### config.mk
export PLATFORM = sky130hd
export DESIGN_NAME = id_ex_stage_flat
export DESIGN_NICKNAME = d
export VERILOG_FILES = /design/src/rtl/id_ex_stage_if.sv /design/src/rtl/id_ex_stage.sv /design/src/flat_wrapper.sv
export SDC_FILE = /design/constraint.sdc
export NUM_CORES = 1
export LEC_CHECK = 0
export CORE_UTILIZATION = 42
export CTS_CLUSTER_SIZE = 10
export DETAILED_ROUTE_END_ITERATION = 16
export PLACE_DENSITY = 0.81
export SLEW_MARGIN = 20
export SYNTH_ARGS = -nofsm -noshare
export SYNTH_HDL_FRONTEND = slang
export SYNTH_SLANG_ARGS = --single-unit
### constraint.sdc
create_clock -name clk -period 3.8 [get_ports clk]
set_clock_uncertainty 0.15 [all_clocks]
set_input_delay 0.38 -clock clk [delete_from_list [all_inputs] [get_ports clk]]
set_output_delay 0.38 -clock clk [all_outputs]
set_load 0.02 [all_outputs]
### src/rtl/id_ex_stage_if.sv
// Handshake and operand bus between fetch/regfile, the id_ex_stage register and execute.
// Optional writeback bypass signals exist only when ID_EX_FORWARD_EN is defined.
interface id_ex_stage_if #(
  parameter int XLEN = 32
);
  logic            in_valid;
  logic            in_ready;
  logic [XLEN-1:0] in_pc;
  logic [XLEN-1:0] in_instr;
  logic [4:0]      rs1_addr;
  logic [4:0]      rs2_addr;
  logic [XLEN-1:0] rs1_data;
  logic [XLEN-1:0] rs2_data;
  logic            flush;
  logic            out_valid;
  logic            out_ready;
  logic [XLEN-1:0] alu_a;
  logic [XLEN-1:0] alu_b;
  logic [2:0]      out_funct3;
  logic [6:0]      out_funct7;
  logic            out_op;
  logic            out_op_imm;
  logic            out_is_branch;
  logic [4:0]      out_rd;
  logic [XLEN-1:0] out_pc;
  logic            out_illegal;
`ifdef ID_EX_FORWARD_EN
  logic            fwd_we;
  logic [4:0]      fwd_rd;
  logic [XLEN-1:0] fwd_data;

  modport slave (
    input  in_valid, in_pc, in_instr, rs1_data, rs2_data, flush, out_ready,
           fwd_we, fwd_rd, fwd_data,
    output in_ready, rs1_addr, rs2_addr, out_valid, alu_a, alu_b, out_funct3,
           out_funct7, out_op, out_op_imm, out_is_branch, out_rd, out_pc, out_illegal
  );

  modport master (
    output in_valid, in_pc, in_instr, rs1_data, rs2_data, flush, out_ready,
           fwd_we, fwd_rd, fwd_data,
    input  in_ready, rs1_addr, rs2_addr, out_valid, alu_a, alu_b, out_funct3,
           out_funct7, out_op, out_op_imm, out_is_branch, out_rd, out_pc, out_illegal
  );
`else
  modport slave (
    input  in_valid, in_pc, in_instr, rs1_data, rs2_data, flush, out_ready,
    output in_ready, rs1_addr, rs2_addr, out_valid, alu_a, alu_b, out_funct3,
           out_funct7, out_op, out_op_imm, out_is_branch, out_rd, out_pc, out_illegal
  );

  modport master (
    output in_valid, in_pc, in_instr, rs1_data, rs2_data, flush, out_ready,
    input  in_ready, rs1_addr, rs2_addr, out_valid, alu_a, alu_b, out_funct3,
           out_funct7, out_op, out_op_imm, out_is_branch, out_rd, out_pc, out_illegal
  );
`endif
endinterface

### src/rtl/id_ex_stage.sv
// Decode/operand stage: builds ALU operands and function controls into a single-entry
// valid/ready pipeline register. Optional macro ID_EX_FORWARD_EN adds a writeback bypass.
module id_ex_stage #(
  parameter int XLEN = 32
) (
  input logic          clk,
  input logic          rst_n,
  id_ex_stage_if.slave bus
);

  localparam logic [6:0] OPC_OP     = 7'b0110011;
  localparam logic [6:0] OPC_OP_IMM = 7'b0010011;
  localparam logic [6:0] OPC_LUI    = 7'b0110111;
  localparam logic [6:0] OPC_AUIPC  = 7'b0010111;
  localparam logic [6:0] OPC_BRANCH = 7'b1100011;

  typedef struct packed {
    logic [XLEN-1:0] a;
    logic [XLEN-1:0] b;
    logic [2:0]      funct3;
    logic [6:0]      funct7;
    logic            op;
    logic            op_imm;
    logic            is_branch;
    logic [4:0]      rd;
    logic [XLEN-1:0] pc;
    logic            illegal;
  } stage_t;

  stage_t          dec;
  stage_t          stage_d;
  stage_t          stage_q;
  logic            valid_d;
  logic            valid_q;
  logic            load;
  logic [XLEN-1:0] rs1_val;
  logic [XLEN-1:0] rs2_val;
  logic [6:0]      opcode;
  logic [XLEN-1:0] imm_i;
  logic [XLEN-1:0] imm_u;

  assign opcode       = bus.in_instr[6:0];
  assign imm_i        = {{(XLEN-12){bus.in_instr[31]}}, bus.in_instr[31:20]};
  assign imm_u        = {bus.in_instr[31:12], 12'b0};
  assign bus.rs1_addr = bus.in_instr[19:15];
  assign bus.rs2_addr = bus.in_instr[24:20];
  assign bus.in_ready = rst_n && !bus.flush && (!valid_q || bus.out_ready);
  assign load         = bus.in_valid && bus.in_ready;

  // Operand fetch: x0 reads as zero, optional bypass from writeback wins over the regfile
  always_comb begin
    rs1_val = '0;
    rs2_val = '0;
    if (bus.rs1_addr == 5'd0) begin
      rs1_val = '0;
    end else begin
`ifdef ID_EX_FORWARD_EN
      if (bus.fwd_we && (bus.fwd_rd == bus.rs1_addr)) begin
        rs1_val = bus.fwd_data;
      end else begin
        rs1_val = bus.rs1_data;
      end
`else
      rs1_val = bus.rs1_data;
`endif
    end
    if (bus.rs2_addr == 5'd0) begin
      rs2_val = '0;
    end else begin
`ifdef ID_EX_FORWARD_EN
      if (bus.fwd_we && (bus.fwd_rd == bus.rs2_addr)) begin
        rs2_val = bus.fwd_data;
      end else begin
        rs2_val = bus.rs2_data;
      end
`else
      rs2_val = bus.rs2_data;
`endif
    end
  end

  // Opcode decode into the next register contents
  always_comb begin
    dec    = '0;
    dec.pc = bus.in_pc;
    case (opcode)
      OPC_OP: begin
        dec.a      = rs1_val;
        dec.b      = rs2_val;
        dec.funct3 = bus.in_instr[14:12];
        dec.funct7 = bus.in_instr[31:25];
        dec.op     = 1'b1;
        dec.rd     = bus.in_instr[11:7];
      end
      OPC_OP_IMM: begin
        dec.a      = rs1_val;
        dec.funct3 = bus.in_instr[14:12];
        dec.op_imm = 1'b1;
        dec.rd     = bus.in_instr[11:7];
        // Shifts carry their funct7 separately, so b is only the shift amount
        case (bus.in_instr[14:12])
          3'b001, 3'b101: begin
            dec.funct7 = bus.in_instr[31:25];
            dec.b      = {{(XLEN-5){1'b0}}, bus.in_instr[24:20]};
          end
          default: begin
            dec.funct7 = 7'd0;
            dec.b      = imm_i;
          end
        endcase
      end
      OPC_LUI: begin
        dec.b      = imm_u;
        dec.op_imm = 1'b1;
        dec.rd     = bus.in_instr[11:7];
      end
      OPC_AUIPC: begin
        dec.a      = bus.in_pc;
        dec.b      = imm_u;
        dec.op_imm = 1'b1;
        dec.rd     = bus.in_instr[11:7];
      end
      OPC_BRANCH: begin
        dec.a         = rs1_val;
        dec.b         = rs2_val;
        dec.funct3    = bus.in_instr[14:12];
        dec.is_branch = 1'b1;
      end
      default: begin
        dec.illegal = 1'b1;
      end
    endcase
  end

  // Next state of the pipeline register: flush beats load, load beats consume
  always_comb begin
    stage_d = stage_q;
    valid_d = valid_q;
    if (bus.flush) begin
      valid_d = 1'b0;
    end else if (load) begin
      valid_d = 1'b1;
      stage_d = dec;
    end else if (bus.out_ready) begin
      valid_d = 1'b0;
    end else begin
      valid_d = valid_q;
    end
  end

  // Pipeline register with synchronous active-low reset
  always_ff @(posedge clk) begin
    if (!rst_n) begin
      valid_q <= 1'b0;
      stage_q <= '0;
    end else begin
      valid_q <= valid_d;
      stage_q <= stage_d;
    end
  end

  assign bus.out_valid     = valid_q;
  assign bus.alu_a         = stage_q.a;
  assign bus.alu_b         = stage_q.b;
  assign bus.out_funct3    = stage_q.funct3;
  assign bus.out_funct7    = stage_q.funct7;
  assign bus.out_op        = stage_q.op;
  assign bus.out_op_imm    = stage_q.op_imm;
  assign bus.out_is_branch = stage_q.is_branch;
  assign bus.out_rd        = stage_q.rd;
  assign bus.out_pc        = stage_q.pc;
  assign bus.out_illegal   = stage_q.illegal;

endmodule

### src/flat_wrapper.sv
// flat-port wrapper written by rule: the top's interface ports become plain ports
module id_ex_stage_flat 
#(
  parameter int XLEN = 32
)
  (clk, rst_n, bus_in_valid, bus_in_pc, bus_in_instr, bus_rs1_data, bus_rs2_data, bus_flush, bus_out_ready, bus_in_ready, bus_rs1_addr, bus_rs2_addr, bus_out_valid, bus_alu_a, bus_alu_b, bus_out_funct3, bus_out_funct7, bus_out_op, bus_out_op_imm, bus_out_is_branch, bus_out_rd, bus_out_pc, bus_out_illegal);
  id_ex_stage_if #(.XLEN(XLEN)) bus_i ();
  input logic clk;
  input logic rst_n;
  input wire logic [$bits(bus_i.in_valid)-1:0] bus_in_valid;
  input wire logic [$bits(bus_i.in_pc)-1:0] bus_in_pc;
  input wire logic [$bits(bus_i.in_instr)-1:0] bus_in_instr;
  input wire logic [$bits(bus_i.rs1_data)-1:0] bus_rs1_data;
  input wire logic [$bits(bus_i.rs2_data)-1:0] bus_rs2_data;
  input wire logic [$bits(bus_i.flush)-1:0] bus_flush;
  input wire logic [$bits(bus_i.out_ready)-1:0] bus_out_ready;
  output wire logic [$bits(bus_i.in_ready)-1:0] bus_in_ready;
  output wire logic [$bits(bus_i.rs1_addr)-1:0] bus_rs1_addr;
  output wire logic [$bits(bus_i.rs2_addr)-1:0] bus_rs2_addr;
  output wire logic [$bits(bus_i.out_valid)-1:0] bus_out_valid;
  output wire logic [$bits(bus_i.alu_a)-1:0] bus_alu_a;
  output wire logic [$bits(bus_i.alu_b)-1:0] bus_alu_b;
  output wire logic [$bits(bus_i.out_funct3)-1:0] bus_out_funct3;
  output wire logic [$bits(bus_i.out_funct7)-1:0] bus_out_funct7;
  output wire logic [$bits(bus_i.out_op)-1:0] bus_out_op;
  output wire logic [$bits(bus_i.out_op_imm)-1:0] bus_out_op_imm;
  output wire logic [$bits(bus_i.out_is_branch)-1:0] bus_out_is_branch;
  output wire logic [$bits(bus_i.out_rd)-1:0] bus_out_rd;
  output wire logic [$bits(bus_i.out_pc)-1:0] bus_out_pc;
  output wire logic [$bits(bus_i.out_illegal)-1:0] bus_out_illegal;
  assign bus_i.in_valid = bus_in_valid;
  assign bus_i.in_pc = bus_in_pc;
  assign bus_i.in_instr = bus_in_instr;
  assign bus_i.rs1_data = bus_rs1_data;
  assign bus_i.rs2_data = bus_rs2_data;
  assign bus_i.flush = bus_flush;
  assign bus_i.out_ready = bus_out_ready;
  assign bus_in_ready = bus_i.in_ready;
  assign bus_rs1_addr = bus_i.rs1_addr;
  assign bus_rs2_addr = bus_i.rs2_addr;
  assign bus_out_valid = bus_i.out_valid;
  assign bus_alu_a = bus_i.alu_a;
  assign bus_alu_b = bus_i.alu_b;
  assign bus_out_funct3 = bus_i.out_funct3;
  assign bus_out_funct7 = bus_i.out_funct7;
  assign bus_out_op = bus_i.out_op;
  assign bus_out_op_imm = bus_i.out_op_imm;
  assign bus_out_is_branch = bus_i.out_is_branch;
  assign bus_out_rd = bus_i.out_rd;
  assign bus_out_pc = bus_i.out_pc;
  assign bus_out_illegal = bus_i.out_illegal;
  id_ex_stage #(.XLEN(XLEN)) u_core (.clk(clk), .rst_n(rst_n), .bus(bus_i));
endmodule
* After elaboration in Yosys (flattened, before gate mapping)
Index checks and enable logic that the tools add are counted. W data, S select, Z words.
Word-level totals: latch bits 0, output and inout bits 127, word-level logic and storage cells 53, memory bits (read-only) 0, bits in registers 116, memory bits (writable) 0, input port bits 133, memories kept 0
Operators by class: div/mod/pow operators 0, add/subtract/negate cells 0, reductions and logical operators 18, magnitude comparators 0, shift-type cells 0, eq/ne operators 7, multiply operators 0, bitwise logic cells 2, mux-type cells 15
Operator list (number):
- $mux W32 | 3
- $pmux W32 S3 | 1
- $pmux W32 S2 | 1
- $eq A7 B5 Y1 const B | 2
- $eq A7 B6 Y1 const B | 2
- $pmux W7 S2 | 1
- $logic_not A5 Y1 | 2
- $reduce_or A2 Y1 | 4
- $eq A7 B7 Y1 const B | 1
- $mux W7 | 1
- $mux W1 | 6
- $reduce_or A3 Y1 | 2
- $mux W5 | 1
- $reduce_or A5 Y1 | 1
- $reduce_or A4 Y1 | 1
- $eq A3 B1 Y1 const B | 1
- $eq A3 B3 Y1 const B | 1
- $logic_and A1 B1 Y1 | 3
- $mux W3 | 1
- $logic_not A1 Y1 | 2
- $not A1 Y1 | 2
- $reduce_and A2 Y1 | 1
- $reduce_bool A2 Y1 | 1
- $logic_or A1 B1 Y1 | 1

* Longest topological paths before layout
Gate-level depths: netlist of the first run.
depth after elaboration 5, gate-level depth with buffers 7, gate-level depth less buffers 4

* Worst setup path after synthesis of the first run
OpenSTA, ideal clock, no wires.
path kind input -> register, start input bus_in_instr[21], end register u_core.stage_q, in the netlist u_core.bus.alu_b[22], buffers on the path 1, cell stages on the path 5, library setup time 0.122 ns, setup slack 1.923 ns, arrival 1.606 ns, required time 3.528 ns, cells stage by stage or4_4 -> o211ai_4 -> nor3_4 -> buf_6 -> a221o_1
Between the ends: cells in the longest elaborated chain, start to end 3
Ends and longest elaborated chain:
- start: declaration | RTL line flat_wrapper.sv:12 | input wire logic [$bits(bus_i.in_instr)-1:0] bus_in_instr;
- $logic_not A5 Y1 | RTL line id_ex_stage.sv:67 | if (bus.rs2_addr == 5'd0) begin
- $mux W32 | RTL line id_ex_stage.sv:67
- $pmux W32 S3 | RTL line id_ex_stage.sv:86 | case (opcode)
- end signal: assignment | RTL line id_ex_stage.sv:158 | stage_q <= stage_d;
- end: declaration | RTL line id_ex_stage.sv:32 | stage_t stage_q;
No other way between the ends. A chain may end at the register's enable or synchronous reset.

* Worst setup path after layout of the first run
start input bus_in_instr[2], end register u_core.stage_q, in the netlist u_core.bus.alu_b[7]
Between the ends: cells in the longest elaborated chain, start to end 3, elaborated cells on any way between the ends 8, classes of those cells 5 x eq/ne; 1 x mux; 2 x reduce/logical
Ends and longest elaborated chain (RTL line):
- $eq A7 B6 Y1, or another cell as far along | id_ex_stage.sv:86
- $reduce_or A2 Y1 (no source line)
- $pmux W32 S3 (*) | id_ex_stage.sv:86
Mark *: on every way between the ends. The rest lies on a longest branch, timed or not.

==> results.rst, run 1 <==
.. list-table::
   :header-rows: 1

   * - Metric
     - Value
   * - Status
     - finished, final reports clean
   * - Crit path buf inv count
     - 1
   * - Max Clk Rate
     - 0.401 GHz
   * - Starting density of the core
     - 0.440
   * - Final Setup Violations
     - 0
   * - Count of buffers from port buffering
     - 259
   * - Cell internal pwr
     - 2.42 mW
   * - Synth Area in Compound Gates
     - 0.162
   * - Number of buffers on the longest clock path
     - 2
   * - Slew at the pin with the worst max-slew slack
     - 1.03 ns
   * - Startpoint class of the critical path
     - input pin
   * - DP Wirelength
     - 12800 microns
   * - Post-synth net total
     - 712
   * - Type of the worst min-delay path
     - reg -> reg
   * - Gate count of the mapped netlist
     - 579
   * - Kind of end point of the critical path
     - register
   * - Tot Pwr
     - 3.13 mW
   * - TritonRoute pass-1 iters
     - 6
   * - Inst Count DP
     - 924
   * - Number of remaining DRC errors
     - 0
   * - Setup repair after global routing missed its margin
     - false
   * - Number of synthesized register bits
     - 116
   * - Antenna Cells
     - 0
   * - LEAKAGE
     - 2.92 nW
   * - Part of the total power dissipated in combinational logic
     - 0.116
   * - Fin worst setup slack
     - 1.31 ns
   * - Portion of the clock cycle consumed by the worst path in the final layout
     - 0.657
   * - Layout net count
     - 936
   * - Dominant cell type by area after synthesis
     - dfxtp_1
   * - CP Class
     - in -> reg
   * - CTS buffer count
     - 17
   * - XOR/XNOR Fraction of Synth Area
     - 0.00180
   * - Via count of the first global-routing pass
     - 5336
   * - Routed wire per std cell
     - 19.0 microns
   * - First-pass GRT wire length
     - 27500 microns
   * - Crit path time final
     - 2.49 ns
   * - GRT Overall Usage
     - 0.304
   * - Placement row count
     - 38
   * - Mux cell area share after synthesis
     - 0
   * - Die Ht
     - 110 microns
   * - Cell family with most CP delay
     - simple AND/OR/NAND/NOR gates
   * - Worst slack after detailed placement
     - 0.930 ns
   * - Number of antenna violations at the first check in global routing
     - 0
   * - Share of cells above drive strength 1
     - 0.0639
   * - Number of flops mapped to enable cells by yosys
     - 0
   * - Worst path cell trace
     - clkdlybuf4s50_1, nor2b_1, o211ai_4, nor3_4, a221o_1
   * - Slew headroom
     - 0.311
   * - Worst path required time
     - 3.99 ns
   * - Last weighted congestion value of the routability-driven placer
     - 0.832
   * - Sw frac
     - 0.225
   * - Seq/Total Area, Yosys
     - 0.476
   * - CTS tree
     - done
   * - Number of hold-slack violations in the final timing report
     - 0
   * - Main flop type after synthesis
     - dfxtp_1
   * - PD cells
     - 389 nW/um^2
   * - ANT nets after route
     - 0
   * - Crit-path slowest cell
     - nor3_4
   * - Total wirelength of the detailed-routed design
     - 18100 microns
   * - Die outline width
     - 110 microns
   * - # hold bufs at CTS
     - 0
   * - Clock sink count
     - 116
   * - Pin count of the biggest net entering global routing
     - 79
   * - Worst stage delay on the critical path
     - 0.80 ns
   * - Cells taking the most area after synthesis
     - dfxtp_1 (48%), nand2_1 (10%), nand4_1 (8.8%)
   * - Count of non-filler cells in the finished layout
     - 954
   * - Clock-pin slew of the registers on the worst-case setup and hold paths
     - 0.05 ns
   * - Yosys warning count
     - 0
   * - Core area
     - 11100 sq um
   * - Ports placed on the boundary
     - 260
   * - Via density per instance
     - 5.71
   * - Die outline area
     - 12100 sq um
   * - Signal arrival time at the worst endpoint
     - 2.68 ns
   * - Initial DRC Count
     - 430
   * - Area share of the leading cell type in the synthesized netlist
     - 0.476
   * - DR vias
     - 5446
   * - Clock Latency Late Sink
     - 0.40 ns
   * - Max Fanout on Critical Path
     - 26
   * - Synthesized area per cell
     - 8.43 sq um
   * - Share of synthesized flip-flops with an asynchronous set or reset
     - 0
   * - Share of synthesized cell area in full adder, half adder and majority cells
     - 0
   * - Post_cts resized
     - 0
   * - Synth unique cells
     - 43
   * - Clock share of power
     - 0.488
   * - Setup tns final
     - 0 ns
   * - Seq pwr share
     - 0.397
   * - Root Buffer
     - clkbuf_16
   * - Maximum Capacitance Violations
     - 0
   * - Cell area after layout
     - 8040 sq um
   * - Switching power
     - 0.705 mW
   * - Post-CTS Repair Setup Buffers
     - 0
   * - Global-route congestion overflow total
     - 0
   * - Dominant combinational cell family by area after synthesis
     - simple AND/OR/NAND/NOR gates
   * - Worst vdd rail ir drop
     - 0.317 mV
   * - Netlist Area Pre-Place
     - 4880 sq um
   * - Number of H-tree levels
     - 4
   * - Final max-slew violation count
     - 0
   * - Layout overhead on the synthesized area
     - 64.8%
   * - Basic-gate share of the synthesized area counting and, or, nand and nor cells
     - 0.290
   * - Total placed instance area
     - 7470 sq um
## cells by family after synthesis
logic type	Yosys count
and+or+nand+nor	283
DFF	116
AOI/OAI and AO/OA	107
buffers and inverters	72
xor gates and xnor gates	1
## path summary, 6_finish.rpt
path | cells after the start | startpoint | endpoint | slack, ns
max | 5 | bus_in_instr[2] | u_core.bus.alu_b[7] | 1.31
min | 2 | u_core.bus.alu_b[13] | u_core.bus.alu_b[13] | 0.30
max reg2reg | 4 | u_core.bus.out_valid | u_core.bus.alu_b[7] | 1.74
min reg2reg | 2 | u_core.bus.alu_b[13] | u_core.bus.alu_b[13] | 0.30
## stage by stage
step                hold slack [ns]   util
finish                        0.296  0.726
global route                  0.324  0.726
CTS                           0.302  0.725
detailed placement            0.295  0.675
global placement              0.285  0.675
floorplan                     0.351      -
## placed cells by master (no fill, tap or decap), types with 3 or more instances in the layout
| cell | n |
|---|---|
| a211oi_1 | 18 |
| a21oi_1 | 42 |
| a221o_1 | 26 |
| a22o_1 | 7 |
| a32o_1 | 3 |
| and2_1 | 6 |
| buf_4 | 7 |
| clkbuf_1 | 5 |
| clkbuf_16 | 17 |
| clkbuf_8 | 3 |
| clkdlybuf4s50_1 | 259 |
| clkinv_2 | 3 |
| dfxtp_1 | 116 |
| inv_1 | 8 |
| nand2_1 | 132 |
| nand2b_1 | 4 |
| nand3_1 | 38 |
| nand4_1 | 69 |
| nor2_1 | 7 |
| nor2b_1 | 3 |
| o211ai_1 | 5 |
## state kept, by name (all words and copies together), names as in the netlist
signal                    cells
u_core.bus.alu_b             32
u_core.bus.alu_a             32
u_core.bus.out_funct3         3
u_core.bus.out_pc            32
u_core.bus.out_op             1
u_core.bus.out_illegal        1
u_core.bus.out_funct7         7
u_core.bus.out_rd             5
u_core.bus.out_is_branch      1
u_core.bus.out_valid          1
u_core.bus.out_op_imm         1
## power by group through the flow
stage	Sequential [mW]	Combinational [mW]	Clock [mW]
after floorplan	1.28	0.111	0
after global placement	1.27	0.353	0
after detailed placement	1.27	0.356	0
after CTS	1.24	0.359	1.54
after global routing	1.24	0.383	1.61
final	1.24	0.362	1.53
## routing by layer
layer,vias to the layer above,global-route usage,part of all wire
met3,44,0.0966,0.092
met2,272,0.530,0.50
li1,2549,-,-
met4,0,0.139,0.031
met5,-,0,0
met1,2581,0.336,0.37
## worst register-to-register path, delay by kind of cell (launching register included)
family	cells	cell delay [ns]
simple gates	3	1.23
flops	1	0.32
compound gates	1	0.30
## area by class of cell
type	count	area, sq um
Clock buffer	25	485
Clock inverter	5	75.1
Fill cell	836	3040
Inverter	9	33.8
Multi-Input combinational cell	391	2260
Sequential cell	116	2320
Tap cell	140	175
Timing Repair Buffer	268	2690
## synth_stat cells, types with 2 or more instances
master	number
nand2_1	133
dfxtp_1	116
nand4_1	69
a21oi_1	42
nand3_1	39
clkbuf_1	36
a221o_1	26
a211oi_1	18
buf_2	13
buf_4	10
inv_1	8
nor2_1	8
a22o_1	7
and2_1	6
o211ai_1	5
nand2b_1	4
nor2b_1	4
a32o_1	3
and3_1	2
buf_1	2
buf_6	2
nor3_1	2
nor3_2	2
o21ai_1	2
or3_1	2
No activity file was read; power rests on OpenSTA's default activity.
==> inputs of run 2 (changes only) <==
CORE_UTILIZATION = 36   (was 42)
PLACE_DENSITY = 0.74   (was 0.81)
clock period = 2.2 ns   (was 3.8 ns; I/O delays follow)
==> results.rst, run 2 (same netlist as run 1, synthesis figures left out) <==
.. list-table::
   :header-rows: 1

   * - Metric
     - Value
   * - Status
     - finished, final reports clean
   * - Antenna Cells
     - 0 (unchanged)
   * - Portion of the clock cycle consumed by the worst path in the final layout
     - 0.964
   * - DP Wirelength
     - 13300 microns (+3.4%)
   * - GRT Overall Usage
     - 0.258 (-0.0455)
   * - Number of H-tree levels
     - 4 (unchanged)
   * - Max Clk Rate
     - 0.471 GHz
   * - Depth of the worst register-to-register path
     - 4 (unchanged)
   * - Die outline width
     - 118 microns (+7.9%)
   * - Initial DRC Count
     - 360 (-16%)
   * - Signal arrival time at the worst endpoint
     - 2.32 ns (-0.36 ns)
   * - CP Class
     - in -> reg
   * - Number of remaining DRC errors
     - 0 (unchanged)
   * - Post_cts resized
     - 0 (unchanged)
   * - Max Fanout on Critical Path
     - 26 (unchanged)
   * - Core area
     - 13200 sq um (+20%)
   * - Starting density of the core
     - 0.368 (-0.0720)
   * - Pin count of the biggest net entering global routing
     - 58 (-27%)
   * - Die Ht
     - 118 microns (+7.9%)
   * - Number of antenna violations at the first check in global routing
     - 0 (unchanged)
   * - CTS tree
     - done
   * - ANT nets after route
     - 0 (unchanged)
   * - Startpoint of the tightest hold check path
     - bus_in_instr[10]
   * - # hold bufs at CTS
     - 0 (unchanged)
   * - Slew headroom
     - 0.335 (+0.0241)
   * - Beginning of the worst register-to-register path
     - u_core.bus.out_valid
   * - Kind of end point of the critical path
     - register
   * - Layout overhead on the synthesized area
     - 71.9%
   * - Number of buffers on the longest clock path
     - 2 (unchanged)
   * - Flop-to-flop setup slack
     - 0.30 ns (-1.44 ns)
   * - Setup repair after global routing missed its margin
     - false
   * - Hold-critical path depth
     - 3 (+1)
   * - RR Endpoint
     - u_core.bus.alu_b[8]
   * - Beginning of the critical path
     - bus_in_instr[4]
   * - Type of the worst min-delay path
     - in -> reg
   * - Slew at the pin with the worst max-slew slack
     - 0.995 ns (-0.0361 ns)
   * - Most frequent standard cell in the layout excluding fill and tap cells
     - clkdlybuf4s50_1
   * - Count of buffers from port buffering
     - 259 (unchanged)
   * - Final Setup Violations
     - 0 (unchanged)
   * - DR vias
     - 5463 (+0.31%)
   * - Crit path time final
     - 2.12 ns
   * - Total area of sequential cells
     - 2320 sq um (unchanged)
   * - Root Buffer
     - clkbuf_16
   * - Share of cells above drive strength 1
     - 0.0951 (+0.0312)
   * - Worst vdd rail ir drop
     - 0.591 mV (+86%)
   * - Routed wire per std cell
     - 17.9 microns (-5.7%)
   * - CTS buffer count
     - 17 (unchanged)
   * - Via count of the first global-routing pass
     - 5277 (-1.1%)
   * - Most used cells in the layout excluding fill and tap cells
     - clkdlybuf4s50_1 (259), nand2_1 (133), dfxtp_1 (116), nand4_1 (69), a21oi_1 (42)
   * - Layout net count
     - 961 (+2.7%)
   * - PD cells
     - 671 nW/um^2 (+72%)
   * - Maximum Capacitance Violations
     - 0 (unchanged)
   * - Via density per instance
     - 5.37 (-5.9%)
   * - Post-CTS Repair Setup Buffers
     - 0 (unchanged)
   * - TritonRoute pass-1 iters
     - 5 (-1)
   * - Multi-input logic area
     - 2260 sq um (-0.11%)
   * - Clock-pin slew of the registers on the worst-case setup and hold paths
     - 0.05 ns (about the same)
   * - Global-route congestion overflow total
     - 0 (unchanged)
   * - Number of hold-slack violations in the final timing report
     - 0 (unchanged)
   * - First-pass GRT wire length
     - 28100 microns (+2.3%)
   * - Hold endpoint
     - u_core.bus.out_rd[3]
   * - Die outline area
     - 14000 sq um (+16%)
   * - Startpoint class of the critical path
     - input pin
   * - Placement row count
     - 42 (+11%)
   * - Fill count
     - 1149 (+37%)
   * - Ports placed on the boundary
     - 260 (unchanged)
   * - Clock Latency Late Sink
     - 0.40 ns (about the same)
   * - Total wirelength of the detailed-routed design
     - 18200 microns (+0.56%)
   * - Setup tns final
     - 0 ns (unchanged)
   * - Tot Pwr
     - 5.62 mW (+80%)
   * - Final max-slew violation count
     - 0 (unchanged)
   * - Worst path required time
     - 2.40 ns (-1.59 ns)
   * - Last weighted congestion value of the routability-driven placer
     - 0.834 (+0.20%)
   * - Clock sink count
     - 116 (unchanged)
   * - LEAKAGE
     - 3.08 nW (+5.3%)
[run 2: cell count changes in the layout (fill, tap and decap cells not counted)]
cell | previous run | this run
clkbuf_1 | 5 | 3
clkinv_2 | 3 | 4
nand2_1 | 132 | 133
buf_12 | 2 | 8
clkinv_4 | 0 | 1
nand2_2 | 1 | 0
buf_4 | 7 | 26
clkinvlp_4 | 0 | 1
bufinv_16 | 2 | 3
[run 2: routing by layer]
metal / share of wire / up-vias / GRT usage
li1: - / 2603 / -
met1: 0.40 / 2561 / 0.303
met2: 0.49 / 258 / 0.432
met3: 0.081 / 41 / 0.0787
met4: 0.033 / 0 / 0.117
met5: 0 / - / 0
[run 2: cell type report]
cell class	instances	area share
Clock buffer	23	0.0570
Clock inverter	9	0.0151
Inverter	9	0.00403
Multi-Input combinational cell	391	0.269
Sequential cell	116	0.277
Tap cell	176	0.0263
Timing Repair Buffer	293	0.351
[run 2: worst max-delay path by stage]
stage,end,slack [ns],depth (start not counted)
after floorplan,u_core.bus.alu_b[22],0.42,6
after global placement,u_core.bus.alu_b[8],-0.21,5
after detailed placement,u_core.bus.alu_b[28],-0.30,5
after CTS,bus_in_ready,0.11,5
after global routing,u_core.bus.alu_b[15],0.002,5
final,u_core.bus.alu_b[8],0.08,5
[run 2: report_power, final]
group	switching, mW	internal, mW	total, mW
registers	0.0136	2.13	2.14
clock network	0.948	1.86	2.81
logic	0.313	0.355	0.668
[run 2: metrics by stage]
step                hold WS (ns)  worst slack, ns  cell area [sq um]  instances  utilization
floorplan                  0.191            0.423               4880        579            -
global placement           0.285           -0.206               7780        985        0.588
detailed placement         0.289           -0.296               7780        985        0.588
CTS                        0.216            0.106               8390       1017        0.633
global route               0.233          0.00179               8390       1017        0.633
finish                     0.229           0.0790               8390       1017        0.633
[run 2: worst max-delay path, stage by stage]
cell,delay (ns)
clkdlybuf4s50_1,0.55
xor2_1,0.31
o211ai_4,0.15
nor3_4,0.78
a221o_1,0.29
